[src/rtl/riscv_m_pkg.sv]
// Shared definitions for the RV64M execute-stage multiply/divide unit.
//   XLEN          datapath width (64 only)
//   F3_*          M-extension func3 encodings
//   ITER_D/ITER_W iteration counts for 64-bit and word ops
//   state_e       control FSM states
//   mdu_result    sign fix-up, result select and word extension
package riscv_m_pkg;

    localparam int unsigned XLEN = 64;

    localparam logic [2:0] F3_MUL    = 3'b000;
    localparam logic [2:0] F3_MULH   = 3'b001;
    localparam logic [2:0] F3_MULHSU = 3'b010;
    localparam logic [2:0] F3_MULHU  = 3'b011;
    localparam logic [2:0] F3_DIV    = 3'b100;
    localparam logic [2:0] F3_DIVU   = 3'b101;
    localparam logic [2:0] F3_REM    = 3'b110;
    localparam logic [2:0] F3_REMU   = 3'b111;

    localparam int unsigned ITER_D = 64;
    localparam int unsigned ITER_W = 32;

    typedef enum logic [1:0] {
        StIdle,
        StRun,
        StDone
    } state_e;

    // Turns unsigned magnitude results back into the architectural result.
    // neg1/neg2 are the operand signs captured at launch (0 for unsigned operands).
    function automatic logic [XLEN-1:0] mdu_result(
        input logic [2:0]        f3,
        input logic              word,
        input logic              neg1,
        input logic              neg2,
        input logic [2*XLEN-1:0] prod,
        input logic [XLEN-1:0]   quot,
        input logic [XLEN-1:0]   rem
    );
        logic [2*XLEN-1:0] p;
        logic [XLEN-1:0]   q;
        logic [XLEN-1:0]   rm;
        logic [XLEN-1:0]   r;
        p  = (neg1 ^ neg2) ? -prod : prod;
        q  = (neg1 ^ neg2) ? -quot : quot;
        rm = neg1 ? -rem : rem;
        if (f3[2]) begin
            r = f3[1] ? rm : q;
        end else begin
            r = (f3 == F3_MUL) ? p[XLEN-1:0] : p[2*XLEN-1:XLEN];
        end
        if (word) begin
            r = {{32{r[31]}}, r[31:0]};
        end
        return r;
    endfunction

endpackage

[src/rtl/ex_muldiv_unit_if.sv]
// Execute-stage handshake between the EX control path and the M-extension unit.
//   start_i/kill_i   launch / abort from the pipeline
//   func3_i/word_i   decoded M-op and OP-32 flag
//   rs1_i/rs2_i      forwarded operands
//   stall_o/done_o   hold request to the hazard unit / result valid
//   result_o         64-bit result
// master: pipeline side; slave: the multiply/divide unit.
interface ex_muldiv_unit_if;

    logic                           start_i;
    logic                           kill_i;
    logic [2:0]                     func3_i;
    logic                           word_i;
    logic [riscv_m_pkg::XLEN-1:0]   rs1_i;
    logic [riscv_m_pkg::XLEN-1:0]   rs2_i;
    logic                           stall_o;
    logic                           done_o;
    logic [riscv_m_pkg::XLEN-1:0]   result_o;

    modport master (
        output start_i, kill_i, func3_i, word_i, rs1_i, rs2_i,
        input  stall_o, done_o, result_o
    );

    modport slave (
        input  start_i, kill_i, func3_i, word_i, rs1_i, rs2_i,
        output stall_o, done_o, result_o
    );

endinterface

[src/rtl/muldiv_iter_core.sv]
// One-bit-per-cycle datapath on unsigned magnitudes: shift-add multiply and
// restoring divide sharing one register set.
//   clk, reset        clock, asynchronous active-high reset
//   load_i            capture operands and clear the iteration count
//   step_i            perform one iteration
//   is_div_i, word_i  operation class and 32-iteration mode (sampled on load_i)
//   op_a_i, op_b_i    multiplicand/dividend, multiplier/divisor magnitudes
//   last_o            the current step is the final iteration
//   prod_o, quot_o, rem_o  results including the current step (valid with last_o)
module muldiv_iter_core
    import riscv_m_pkg::*;
(
    input  logic              clk,
    input  logic              reset,
    input  logic              load_i,
    input  logic              step_i,
    input  logic              is_div_i,
    input  logic              word_i,
    input  logic [XLEN-1:0]   op_a_i,
    input  logic [XLEN-1:0]   op_b_i,
    output logic              last_o,
    output logic [2*XLEN-1:0] prod_o,
    output logic [XLEN-1:0]   quot_o,
    output logic [XLEN-1:0]   rem_o
);

    // hi: partial-product high half / partial remainder
    // lo: multiplier shifting out / dividend shifting out, quotient shifting in
    logic [XLEN-1:0] hi_q, hi_d;
    logic [XLEN-1:0] lo_q, lo_d;
    logic [XLEN-1:0] m_q, m_d;
    logic [6:0]      cnt_q, cnt_d;
    logic            div_q, div_d;
    logic            word_q, word_d;

    logic [XLEN:0]   add_sum;
    logic [XLEN:0]   sh;
    logic [XLEN-1:0] diff;
    logic            ge;

    always_comb begin
        hi_d    = hi_q;
        lo_d    = lo_q;
        m_d     = m_q;
        cnt_d   = cnt_q;
        div_d   = div_q;
        word_d  = word_q;
        add_sum = {1'b0, hi_q} + (lo_q[0] ? {1'b0, m_q} : '0);
        sh      = {hi_q, lo_q[XLEN-1]};
        ge      = (sh >= {1'b0, m_q});
        // Wraps correctly whenever ge holds, since the true difference is below m_q.
        diff    = sh[XLEN-1:0] - m_q;

        if (load_i) begin
            hi_d   = '0;
            // Word divides pre-align the dividend so the MSB always feeds the shift.
            lo_d   = is_div_i ? (word_i ? {op_a_i[31:0], 32'b0} : op_a_i) : op_b_i;
            m_d    = is_div_i ? op_b_i : op_a_i;
            cnt_d  = '0;
            div_d  = is_div_i;
            word_d = word_i;
        end else if (step_i) begin
            if (div_q) begin
                hi_d = ge ? diff : sh[XLEN-1:0];
                lo_d = {lo_q[XLEN-2:0], ge};
            end else begin
                hi_d = add_sum[XLEN:1];
                lo_d = {add_sum[0], lo_q[XLEN-1:1]};
            end
            cnt_d = cnt_q + 7'd1;
        end
    end

    always_ff @(posedge clk or posedge reset) begin
        if (reset) begin
            hi_q   <= '0;
            lo_q   <= '0;
            m_q    <= '0;
            cnt_q  <= '0;
            div_q  <= 1'b0;
            word_q <= 1'b0;
        end else begin
            hi_q   <= hi_d;
            lo_q   <= lo_d;
            m_q    <= m_d;
            cnt_q  <= cnt_d;
            div_q  <= div_d;
            word_q <= word_d;
        end
    end

    assign last_o = (cnt_q == (word_q ? 7'(ITER_W - 1) : 7'(ITER_D - 1)));
    // After 32 steps the 64-bit word product sits 32 bits up in {hi, lo}.
    assign prod_o = word_q ? {32'b0, hi_d, lo_d[XLEN-1:32]} : {hi_d, lo_d};
    assign quot_o = lo_d;
    assign rem_o  = hi_d;

endmodule

[src/rtl/ex_muldiv_unit.sv]
// RV64M multiply/divide unit in the Execute stage. Holds the instruction in EX
// via stall_o until the iterative core finishes, then presents result_o with a
// one-cycle done_o. Divide-by-zero and signed overflow finish in one cycle.
//   clk, reset   clock, asynchronous active-high reset
//   bus          ex_muldiv_unit_if.slave: start/kill/func3/word/rs1/rs2 in,
//                stall/done/result out
// Build option: define MULDIV_FAST_MUL_EN for a single-cycle combinational
// multiplier; divides stay iterative.
module ex_muldiv_unit
    import riscv_m_pkg::*;
#(
    parameter int unsigned XLEN = riscv_m_pkg::XLEN
) (
    input  logic                clk,
    input  logic                reset,
    ex_muldiv_unit_if.slave     bus
);

    if (XLEN != 64) begin : g_xlen_check
        $error("ex_muldiv_unit supports XLEN=64 only");
    end

    state_e state_q, state_d;
    logic [XLEN-1:0] result_q, result_d;
    logic [2:0]      func3_q;
    logic            word_q, neg1_q, neg2_q;

    logic            s1_signed, s2_signed, is_div, launch;
    logic            neg1, neg2, div0, ovf, special;
    logic [XLEN-1:0] op1, op2, mag1, mag2, dividend, special_res;
    logic            core_load, core_step, core_last;
    logic [2*XLEN-1:0] core_prod;
    logic [XLEN-1:0] core_quot, core_rem, iter_res;
    logic            stall;

    // Operand conditioning and special-case detection for the launch cycle.
    always_comb begin
        s1_signed = (bus.func3_i == F3_MULH) || (bus.func3_i == F3_MULHSU) ||
                    (bus.func3_i == F3_DIV)  || (bus.func3_i == F3_REM);
        s2_signed = (bus.func3_i == F3_MULH) || (bus.func3_i == F3_DIV) ||
                    (bus.func3_i == F3_REM);
        if (bus.word_i) begin
            op1 = s1_signed ? {{32{bus.rs1_i[31]}}, bus.rs1_i[31:0]} : {32'b0, bus.rs1_i[31:0]};
            op2 = s2_signed ? {{32{bus.rs2_i[31]}}, bus.rs2_i[31:0]} : {32'b0, bus.rs2_i[31:0]};
            dividend = {{32{bus.rs1_i[31]}}, bus.rs1_i[31:0]};
        end else begin
            op1 = bus.rs1_i;
            op2 = bus.rs2_i;
            dividend = bus.rs1_i;
        end
        neg1   = s1_signed & op1[XLEN-1];
        neg2   = s2_signed & op2[XLEN-1];
        mag1   = neg1 ? -op1 : op1;
        mag2   = neg2 ? -op2 : op2;
        is_div = bus.func3_i[2];
        div0   = is_div && (op2 == '0);
        // Signed DIV/REM only (func3[0]=0); op1 is already sign-extended for word ops.
        ovf    = is_div && !bus.func3_i[0] && (op2 == '1) &&
                 (op1 == (bus.word_i ? 64'hFFFF_FFFF_8000_0000 : 64'h8000_0000_0000_0000));
        if (div0) begin
            special_res = bus.func3_i[1] ? dividend : '1;
        end else begin
            special_res = bus.func3_i[1] ? '0 : dividend;
        end
    end

`ifdef MULDIV_FAST_MUL_EN
    logic [2*XLEN-1:0] fast_prod;
    logic [XLEN-1:0]   fast_res;
    assign fast_prod = {{XLEN{1'b0}}, mag1} * {{XLEN{1'b0}}, mag2};
    assign fast_res  = mdu_result(bus.func3_i, bus.word_i, neg1, neg2, fast_prod, '0, '0);
    assign special   = div0 | ovf | !is_div;
    logic [XLEN-1:0] launch_res;
    assign launch_res = is_div ? special_res : fast_res;
`else
    assign special = div0 | ovf;
    logic [XLEN-1:0] launch_res;
    assign launch_res = special_res;
`endif

    muldiv_iter_core u_core (
        .clk      (clk),
        .reset    (reset),
        .load_i   (core_load),
        .step_i   (core_step),
        .is_div_i (is_div),
        .word_i   (bus.word_i),
        .op_a_i   (mag1),
        .op_b_i   (mag2),
        .last_o   (core_last),
        .prod_o   (core_prod),
        .quot_o   (core_quot),
        .rem_o    (core_rem)
    );

    assign iter_res = mdu_result(func3_q, word_q, neg1_q, neg2_q, core_prod, core_quot, core_rem);

    always_comb begin
        state_d   = state_q;
        result_d  = result_q;
        core_load = 1'b0;
        core_step = 1'b0;
        launch    = 1'b0;
        stall     = 1'b0;
        unique case (state_q)
            StIdle: begin
                if (bus.start_i && !bus.kill_i) begin
                    stall  = 1'b1;
                    launch = 1'b1;
                    if (special) begin
                        state_d  = StDone;
                        result_d = launch_res;
                    end else begin
                        state_d   = StRun;
                        core_load = 1'b1;
                    end
                end
            end
            StRun: begin
                stall = 1'b1;
                if (bus.kill_i) begin
                    state_d = StIdle;
                end else begin
                    core_step = 1'b1;
                    if (core_last) begin
                        state_d  = StDone;
                        result_d = iter_res;
                    end
                end
            end
            StDone: begin
                state_d = StIdle;
            end
            default: begin
                state_d = StIdle;
            end
        endcase
    end

    always_ff @(posedge clk or posedge reset) begin
        if (reset) begin
            state_q  <= StIdle;
            result_q <= '0;
            func3_q  <= '0;
            word_q   <= 1'b0;
            neg1_q   <= 1'b0;
            neg2_q   <= 1'b0;
        end else begin
            state_q  <= state_d;
            result_q <= result_d;
            if (launch) begin
                func3_q <= bus.func3_i;
                word_q  <= bus.word_i;
                neg1_q  <= neg1;
                neg2_q  <= neg2;
            end
        end
    end

    assign bus.stall_o  = stall;
    assign bus.done_o   = (state_q == StDone);
    assign bus.result_o = result_q;

endmodule

[src/flat_wrapper.sv]
// flat-port wrapper written by rule: the top's interface ports become plain ports
module ex_muldiv_unit_flat import riscv_m_pkg::*;
#(
    parameter int unsigned XLEN = riscv_m_pkg::XLEN
)
  (clk, reset, bus_start_i, bus_kill_i, bus_func3_i, bus_word_i, bus_rs1_i, bus_rs2_i, bus_stall_o, bus_done_o, bus_result_o);
  ex_muldiv_unit_if bus_i ();
  input  logic clk;
  input  logic reset;
  input wire logic [$bits(bus_i.start_i)-1:0] bus_start_i;
  input wire logic [$bits(bus_i.kill_i)-1:0] bus_kill_i;
  input wire logic [$bits(bus_i.func3_i)-1:0] bus_func3_i;
  input wire logic [$bits(bus_i.word_i)-1:0] bus_word_i;
  input wire logic [$bits(bus_i.rs1_i)-1:0] bus_rs1_i;
  input wire logic [$bits(bus_i.rs2_i)-1:0] bus_rs2_i;
  output wire logic [$bits(bus_i.stall_o)-1:0] bus_stall_o;
  output wire logic [$bits(bus_i.done_o)-1:0] bus_done_o;
  output wire logic [$bits(bus_i.result_o)-1:0] bus_result_o;
  assign bus_i.start_i = bus_start_i;
  assign bus_i.kill_i = bus_kill_i;
  assign bus_i.func3_i = bus_func3_i;
  assign bus_i.word_i = bus_word_i;
  assign bus_i.rs1_i = bus_rs1_i;
  assign bus_i.rs2_i = bus_rs2_i;
  assign bus_stall_o = bus_i.stall_o;
  assign bus_done_o = bus_i.done_o;
  assign bus_result_o = bus_i.result_o;
  ex_muldiv_unit #(.XLEN(XLEN)) u_core (.clk(clk), .reset(reset), .bus(bus_i));
endmodule
[config.mk]
export PLATFORM = sky130hd
export DESIGN_NAME = ex_muldiv_unit_flat
export DESIGN_NICKNAME = d
export VERILOG_FILES = /design/src/rtl/riscv_m_pkg.sv /design/src/rtl/ex_muldiv_unit_if.sv /design/src/rtl/muldiv_iter_core.sv /design/src/rtl/ex_muldiv_unit.sv /design/src/flat_wrapper.sv
export SDC_FILE = /design/constraint.sdc
export NUM_CORES = 2
export LEC_CHECK = 0
export CAP_MARGIN = 0
export CORE_MARGIN = 4
export CORE_UTILIZATION = 40
export DETAILED_ROUTE_END_ITERATION = 8
export DONT_BUFFER_PORTS = 1
export PLACE_DENSITY = 0.58
export RECOVER_POWER = 25
export SYNTH_ARGS = -nofsm -noshare
export SYNTH_HDL_FRONTEND = slang
export SYNTH_SLANG_ARGS = --single-unit
[constraint.sdc]
create_clock -name clk -period 24.9 [get_ports clk]
set_input_delay 3.735 -clock clk [delete_from_list [all_inputs] [get_ports clk]]
set_output_delay 3.735 -clock clk [all_outputs]
set_load 0.02 [all_outputs]
==> metrics.md <==
| Metric | Value |
|---|---|
| Chip width | `332 µm` |
| Worst-Margin Slew | `5750 ps` |
| FF+latch count, synth | `273` |
| Clock tree buffer depth | `3` |
| Post-Syn Area | `42100 µm²` |
| Area growth syn-to-layout | `6.70%` |
| Area occupied by multi-input gates | `32800 µm²` |
| Final min period | `11820 ps` |
| Nets | `6095` |
| Die area | `110000 µm²` |
| Worst Skew | `67.8 ps` |
| Clock network fraction of total power | `10.9%` |
| Final setup violation count | `0` |
| RSZ-0062 raised after global routing | `no` |
| Internal power | `2.07 mW` |
| Post-Syn Area per Cell | `6.92 µm²` |
| Sequential area share after synthesis | `16.2%` |
| LEAKAGE | `17.3 nW` |
| Placement Rows | `118` |
| Dominant synthesized flop cell | `dfrtp_1` |
| Vias in the first global route | `50500` |
| Part of the power in combinational logic | `76.0%` |
| First-pass GRT wire length | `422000 µm` |
| Initial antenna violation count | `35` |
| DP HPWL | `248000 µm` |
| CTS buffer count | `39` |
| Psw | `3.73 mW` |
| Pre-CTS setup slack | `12980 ps` |
| Crit end category | `flop` |
| Yosys warning total | `0` |
| Slew Viols, Final | `189` |
| Placed insts | `7161` |
| Critical Path Fanout Max | `85` |
| Global Route met2 Usage | `75.4%` |
| Layout Cells excl Fill | `7264` |
| Synth Area in Compound Gates | `33.9%` |
| Clock sinks | `273` |
| DRT iter0 DRCs | `10100` |
| Worst-skew pair later-pin latency | `660 ps` |
| Async S/R FF share, synth | `100%` |
| Violated checks | `design-rule violations, max-capacitance violations, max-slew violations` |
| Xor/xnor share of the synthesized area | `7.20%` |
| Worst hold slack | `557 ps` |
| Min-Delay Path Class | `flop to flop` |
| Via count | `55900` |
| Post-Route Utilization | `43.2%` |
| Required @ worst endpoint | `25440 ps` |
| CTS Hold Buffers Added | `0` |
| Setup TNS | `0 ps` |
| Synth Area in Adders | `5.04%` |
| VDD IR max | `0.0917 mV` |
| DRT antenna net count | `0` |
| Synth cell types | `112` |
| Wire per inst | `43.2 µm` |
| Final worst-path cycle share | `47.5%` |
| Post-Place Cell Area | `43500 µm²` |
| Core ar. | `104000 µm²` |
| Initial DRT Pass Iterations | `9` |
| Final Hold Viols | `0` |
| Post-route DRC | `54` |
| Startpoint Class | `input port` |
| Routability cong. | `1.16` |
| Final instance area | `44900 µm²` |
| Largest family of logic cells by synthesized area | `compound AO/OA/AOI/OAI gates` |
| GR Util met1 | `61.6%` |
| Max Cap Violations | `8` |
| Total GRT Usage | `53.7%` |
| Mux contribution to synthesized area | `3.56%` |
| Hold Path Cell Cnt | `2` |
| Met3 Use GR | `26.7%` |
| Fill count | `11100` |
| Design Power | `5.80 mW` |
| Largest net degree at the start of global routing | `126` |
| Maximum clock frequency | `84.6 MHz` |
| IO Count | `202` |
| Effective utilization at floorplan | `40.5%` |
| Final worst slack | `13080 ps` |
| Worst R2R Path Depth | `22` |
| Clock root buffer master | `clkbuf_16` |
| Post-DR vias/cell | `7.70` |
| Sw Share | `64.4%` |
| Overflow after GRT | `0` |
| Number of synthesized flops with an enable pin | `0` |
| Seq pwr share | `13.0%` |
| Total wire length | `314000 µm` |
| Seq. cell area | `6840 µm²` |
| Cts repair resizes | `0` |
| Crit path kind | `input port to flop` |
| Outcome | `finished, violations left` |
| I/O Buffers | `0` |
| PD cells | `129 nW/µm²` |
| Post-Synth Simple-Gate Area | `27.9%` |
| Mapped Cells | `6079` |
| Post-CTS Setup Inserts | `0` |
| Worst EP arrival | `12360 ps` |
| Share of post-route cells with drive strength above 1 | `7.33%` |
| Max_slew headroom | `-285%` |
| Mapped Nets | `6352` |
| Die height | `332 µm` |
| CTS tree | `done` |
| H-Tree Depth | `2` |
| Clock transition at the registers of the reported paths | `70 ps` |
| Busiest grt layer | `met2` |
-- power groups by stage --
| stage | logic [mW] | registers [mW] | clock network, mW |
|---|---|---|---|
| after floorplan | 2.33 | 0.629 | 0 |
| after detailed placement | 4.02 | 0.740 | 0 |
| after global routing | 4.41 | 0.746 | 0.643 |
| after CTS | 4.05 | 0.733 | 0.626 |
| final | 4.41 | 0.755 | 0.634 |
| after global placement | 4.06 | 0.742 | 0 |
-- cells in the final DEF, fill, tap and decap left out, types with 30 or more instances in the layout --
cell / Yosys / final
a22oi_1: 46 / 46
o21a_1: 60 / 60
a221oi_1: 33 / 33
nand2_1: 587 / 585
nand4_1: 148 / 148
maj3_1: 39 / 39
a21oi_1: 556 / 556
nor3_1: 181 / 180
xor2_1: 122 / 121
a31oi_1: 114 / 114
or4_1: 50 / 50
dfrtp_1: 273 / 269
o21ai_0: 448 / 444
ha_1: 135 / 135
o22ai_1: 77 / 77
o211ai_1: 98 / 98
clkbuf_16: 0 / 39
nor2_1: 558 / 550
a21o_1: 70 / 70
inv_1: 172 / 169
a221o_1: 36 / 36
diode_2: 0 / 33
nor4_1: 92 / 90
and4_1: 37 / 37
a211oi_1: 86 / 84
nand3_1: 186 / 186
and3_1: 60 / 60
or3_1: 58 / 57
buf_4: 3 / 184
and2_1: 124 / 125
xnor2_1: 224 / 222
mux2i_1: 126 / 126
nand2b_1: 31 / 30
or2_2: 39 / 39
o31ai_1: 89 / 88
nor2b_1: 37 / 36
o221ai_1: 41 / 41
-- worst paths after layout --
kind	start	end	slack, ps
worst max-delay path	bus_func3_i[2]	u_core.bus.result_o[55]	13080
worst min-delay path	u_core.u_core.m_q[17]	u_core.u_core.m_q[17]	560
worst max register to register	u_core.u_core.hi_q[4]	u_core.bus.result_o[55]	15060
worst min register to register	u_core.u_core.m_q[17]	u_core.u_core.m_q[17]	560
max in group asynchronous	reset	u_core.u_core.word_q	15180
min in group asynchronous	reset	u_core.u_core.m_q[13]	4720
-- registers in the layout, indices dropped and copies added, names as in the netlist --
| name | flops |
|---|---|
| u_core.u_core.word_q | 1 |
| u_core.u_core.div_q | 1 |
| u_core.u_core.cnt_q | 7 |
| u_core.u_core.lo_q | 64 |
| u_core.u_core.hi_q | 64 |
| u_core.neg1_q | 1 |
| u_core.u_core.m_q | 64 |
| u_core.state_q | 2 |
| u_core.bus.result_o | 64 |
| u_core.func3_q | 3 |
| u_core.word_q | 1 |
| u_core.neg2_q | 1 |
-- synthesized netlist by cell type, types with 60 or more instances --
master / number / share of area, %
nor2_1: 558 / 5.0
xor2_1: 122 / 2.5
clkbuf_1: 380 / 3.4
ha_1: 135 / 4.0
mux2i_1: 126 / 3.0
nor4_1: 92 / 1.4
o31ai_1: 89 / 1.6
nand2_1: 587 / 5.2
a31oi_1: 114 / 1.7
o21a_1: 60 / 1.1
nand3_1: 186 / 2.2
o22ai_1: 77 / 1.1
a211oi_1: 86 / 1.5
a21oi_1: 556 / 6.6
and3_1: 60 / 0.89
inv_1: 172 / 1.5
a21o_1: 70 / 1.2
nand4_1: 148 / 2.2
nor3_1: 181 / 2.2
and2_1: 124 / 1.8
o211ai_1: 98 / 1.7
xnor2_1: 224 / 4.7
dfrtp_1: 273 / 16
o21ai_0: 448 / 5.3
-- kinds of logic (layout without fill, tap and decap cells) --
kind of cell             count (synthesis)  in the layout
AO/OA/AOI/OAI                         2156           2156
buffers and inverters                  664            436
multiplexers                           147            147
other                                    0             33
flip-flops                             273            273
AND/OR/NAND/NOR                       2317           2317
XOR/XNOR                               346            346
adder cells (fa/ha/maj)                176            176
-- worst max-delay path: stages --
cell      delay, ps
or3b_1          550
a31o_2          420
a31o_1          250
and3_1          280
a21o_1          210
buf_4           310
nor2_4          830
buf_4           650
o22ai_1         260
nor4b_2         590
a32oi_1         380
nor3_1          660
nand3_1         820
nor3_4          940
a211oi_1        270
o31ai_4         270
buf_4           350
nor2_1          220
o22ai_1         230
-- final cells by class --
type	instances	area share (%)
inverters	179	1.50
repair buffers	187	3.12
clock inverters	21	0.691
diodes	33	0.184
flip-flops and latches	273	15.2
well taps	1380	3.85
multi-input cells	5142	73.0
clock buffers	49	2.37
-- per-layer routing --
layer	vias up	routed length [µm]
li1	22500	-
met1	26700	107000
met2	5164	123000
met3	1534	50200
met4	28	33600
met5	-	376
Power figures use the tool's default switching activity.
